<file path="config.mk">
export PLATFORM = sky130hd
export DESIGN_NAME = gray_counter_n
export DESIGN_NICKNAME = d
export VERILOG_FILES = /design/src/rtl/gray_counter_n.sv
export SDC_FILE = /design/constraint.sdc
export NUM_CORES = 1
export LEC_CHECK = 0
export BUFFER_PORTS_ARGS = -buffer_cell sky130_fd_sc_hd__buf_4
export CAP_MARGIN = 25
export CORE_AREA = 2 2 39 41
export CTS_BUF_LIST = sky130_fd_sc_hd__clkbuf_8
export DETAILED_ROUTE_END_ITERATION = 8
export DIE_AREA = 0 0 41 43
export PLACE_DENSITY_LB_ADDON = 0.25
export REMOVE_ABC_BUFFERS = 1
export SETUP_SLACK_MARGIN = 0.1
export SYNTH_ARGS = -nofsm -noshare
export SYNTH_HDL_FRONTEND = slang
export SYNTH_SLANG_ARGS = --single-unit
</file>
<file path="constraint.sdc">
create_clock -name Clk -period 1.5 [get_ports Clk]
set_input_delay 0.3 -clock Clk [delete_from_list [all_inputs] [get_ports Clk]]
set_output_delay 0.3 -clock Clk [all_outputs]
set_load 0.05 [all_outputs]
</file>
<file path="src/rtl/gray_counter_n.sv">
// Gray-code up/down counter with sticky overflow and one-cycle wrap pulse.
// Down counting is compiled in only when GRAY_DOWN_COUNT_EN is defined.
module gray_counter_n #(
  parameter int WIDTH = 3
) (
  input  logic             Clk,
  input  logic             Reset,
  input  logic             En,
  input  logic             Dir,
  input  logic             Load,
  input  logic [WIDTH-1:0] LoadVal,
  output logic [WIDTH-1:0] Output,
  output logic [WIDTH-1:0] BinOut,
  output logic             Overflow,
  output logic             Wrap
);

  localparam logic [WIDTH-1:0] MAX = '1;

  logic [WIDTH-1:0] b;
  logic [WIDTH-1:0] load_bin;
  logic [WIDTH-1:0] cnt_nxt;
  logic             cnt_wrap;
  logic             ovf;
  logic             wrap;

  // Gray-to-binary of the load value: prefix XOR from the MSB down
  always_comb begin
    load_bin = '0;
    load_bin[WIDTH-1] = LoadVal[WIDTH-1];
    for (int i = WIDTH - 2; i >= 0; i--) begin
      load_bin[i] = load_bin[i+1] ^ LoadVal[i];
    end
  end

`ifdef GRAY_DOWN_COUNT_EN
  // Next count and wrap detect in the sampled direction
  always_comb begin
    cnt_nxt  = b + 1'b1;
    cnt_wrap = (b == MAX);
    if (Dir) begin
      cnt_nxt  = b - 1'b1;
      cnt_wrap = (b == '0);
    end
  end
`else
  logic unused_dir;
  assign unused_dir = Dir;

  // Up-only next count and wrap detect
  always_comb begin
    cnt_nxt  = b + 1'b1;
    cnt_wrap = (b == MAX);
  end
`endif

  // State update: reset beats load beats count; load never wraps
  always_ff @(posedge Clk) begin
    if (Reset) begin
      b    <= '0;
      ovf  <= 1'b0;
      wrap <= 1'b0;
    end else if (Load) begin
      b    <= load_bin;
      wrap <= 1'b0;
    end else if (En) begin
      b    <= cnt_nxt;
      wrap <= cnt_wrap;
      ovf  <= ovf | cnt_wrap;
    end else begin
      wrap <= 1'b0;
    end
  end

  assign Output   = b ^ (b >> 1);
  assign BinOut   = b;
  assign Overflow = ovf;
  assign Wrap     = wrap;

endmodule

</file>
==> results.py <==
metrics = {
    "floorplanning": {
        "std_cell_rows": 14,
        "ios": 16,
        "die_x_um": 41,
        "die_height_um": 43,
        "coreArea_um2": 1380,
        "start_util_pct": 18.4,
        "die-area_um2": 1760,
    },
    "cells_and_area": {
        "syn_to_final_growth_pct": 64.5,
        "fin_nets": 51,
        "fin_util_pct": 30.2,
        "drive_above_1_share_pct": 52.5,
        "antenna_cells": 0,
        "fin_cells": 56,
        "final_common_cell": "buf_4",
        "fill_cells": 157,
        "stdcell_area_um2": 418,
        "layout_common_cells": "buf_4, dfxtp_1, xor2_1, clkbuf_8",
    },
    "routing": {
        "drt_pass1_iterations": 2,
        "first_iter_violations": 2,
        "dr_total_vias": 218,
        "via_per_inst": 3.89,
        "drc_errors": 0,
        "wl_um": 533,
        "ant_nets": 0,
        "wire_per_inst_um": 9.52,
    },
    "min_path": {
        "hold_path_class": "input pin to flop",
    },
    "global_routing": {
        "grt-ovfl-total": 0,
        "antenna_found_initial": 0,
        "grt_start_max_net_pins": 7,
        "grt_pass1_vias": 227,
        "grt_pass1_wl_um": 855,
        "grt_usage_pct": 7.96,
    },
    "pwr": {
        "power_mw": 0.548,
        "power_leakage_nw": 0.219,
        "p_per_area_nw_per_um2": 1310,
        "ir_drop_v": 0.000318,
    },
    "timing": {
        "tightest_slew_ns": 0.254,
        "fmax_ghz": 0.738,
        "fin_skew_ns": 0.000368,
        "slew_headroom_pct": 83.0,
        "period_share_pct": 90.3,
        "report.final.slew_viol_count": 0,
        "period_minus_slack_ns": 1.35,
        "setup_violations": 0,
        "hold_viol_final": 0,
        "final.setup.worst_slack_ns": 0.145,
        "rsz0062_at_grt": "false",
    },
    "clocking": {
        "cts_tree": "built",
        "cts_setup_buffers": 0,
        "clk_pin_slew_ns": 0.03,
        "clockBufferDepth": 2,
        "cts_buffers": 3,
        "cts_sinks": 5,
        "clkLatencyLatePin_ns": 0.22,
        "clockRootBuffer": "clkbuf_8",
        "htreeDepth": 1,
    },
    "run": {
        "maxCapViolations": 0,
    },
    "logic_synthesis": {
        "synth-seq-cells": 5,
        "ys_seq_area_share_pct": 39.4,
        "synth_area_um2": 254,
        "synth_area_per_cell_um2": 11.0,
        "synth.distinct_cells": 14,
        "syn_inst": 23,
        "ys_warn_count": 0,
    },
    "setup_path": {
        "path_class": "flop to output port",
        "required_ns": 1.20,
        "crit_path_end_kind": "output port",
        "arrival_ns": 1.05,
        "worstSetupStartpointType": "flop",
        "cp_max_fo": 3,
    },
    "placed_design": {
        "placed_cell_area_um2": 372,
        "post-place-ws_ns": 0.176,
        "dp_cells": 52,
        "io_buffers": 14,
        "finalWeightedCongestion": 0.653,
        "place.detailed.hpwl_um": 423,
    },
    "outcome": {
        "status": "completed",
    },
}
## repair_timing
item | in CTS | in global routing
gates resized for setup | 0 | 1
endpoints found under the setup margin | 0 | 1
hold buffers | 0 | 0
## where the power goes
| part | leakage, nW | internal, mW | total, mW | switching, mW |
|---|---|---|---|---|
| sequential | 0.0413 | 0.142 | 0.151 | 0.00821 |
| combinational | 0.151 | 0.0553 | 0.156 | 0.100 |
| clock | 0.0269 | 0.175 | 0.241 | 0.0661 |
## critical path: stages, from the launching register on
cell and delay [ns]:
dfxtp_1 0.32, ha_1 0.31, buf_4 0.20
## logic make-up after synthesis
| logic type | synth area share (%) |
|---|---|
| flops | 39.4 |
| compound gates | 13.8 |
| xor+xnor | 13.8 |
| simple gates | 10.3 |
| buf+inv | 4.43 |
| mux | 8.37 |
| fa+ha+maj | 9.85 |
## cells in the mapped netlist
master,number,area share (%)
a211oi_1,2,5.9
a211oi_2,1,4.9
a21o_1,1,3.0
and4bb_2,1,4.9
buf_4,1,3.0
dfxtp_1,5,39
ha_1,2,9.9
inv_1,1,1.5
mux2_2,1,4.4
mux2i_1,1,3.9
nor2_1,2,3.0
nor2b_1,1,2.5
xnor2_1,1,3.4
xor2_1,3,10
## area by class of cell
type	instances	area, µm²	share of cell area, %
Clock buffer	3	41.3	9.88
Clock inverter	1	3.75	0.898
Inverter	1	3.75	0.898
Multi-Input combinational cell	16	143	34.1
Sequential cell	5	101	24.3
Tap cell	16	20.0	4.79
Timing Repair Buffer	14	105	25.1
## metal layers
layer | share of wire, % | track usage (%) | wire length [µm] | vias up
met1 | 39 | 8.44 | 206 | 88
met3 | 11 | 1.57 | 56 | 4
met2 | 46 | 10.0 | 244 | 12
li1 | - | - | - | 114
met4 | 4.7 | 12.0 | 25 | 0
met5 | 0 | 0 | 0 | -
## worst paths after layout
kind,endpoint,cells after the start,slack (ns),from
max,Output[0],2,0.15,BinOut[0]$_SDFFE_PP0P_
min,BinOut[0]$_SDFFE_PP0P_,2,0.27,Reset
max reg2reg,BinOut[2]$_SDFFE_PP0P_,5,0.17,BinOut[0]$_SDFFE_PP0P_
min reg2reg,Overflow$_SDFFE_PP0P_,1,0.45,Overflow$_SDFFE_PP0P_
## flip-flops by register name (all words and copies together) (netlist names)
register and count:
BinOut 3, Overflow 1, Wrap 1
## per-stage QoR
| stage | hold slack [ns] | setup TNS (ns) |
|---|---|---|
| 2_1_floorplan | 0.365 | -1.19 |
| 3_3_place_gp | 0.434 | 0 |
| 3_5_place_dp | 0.450 | 0 |
| 4_1_cts | 0.273 | 0 |
| 5_1_grt | 0.282 | 0 |
| 6_report | 0.273 | 0 |
Power figures use the tool's default switching activity.
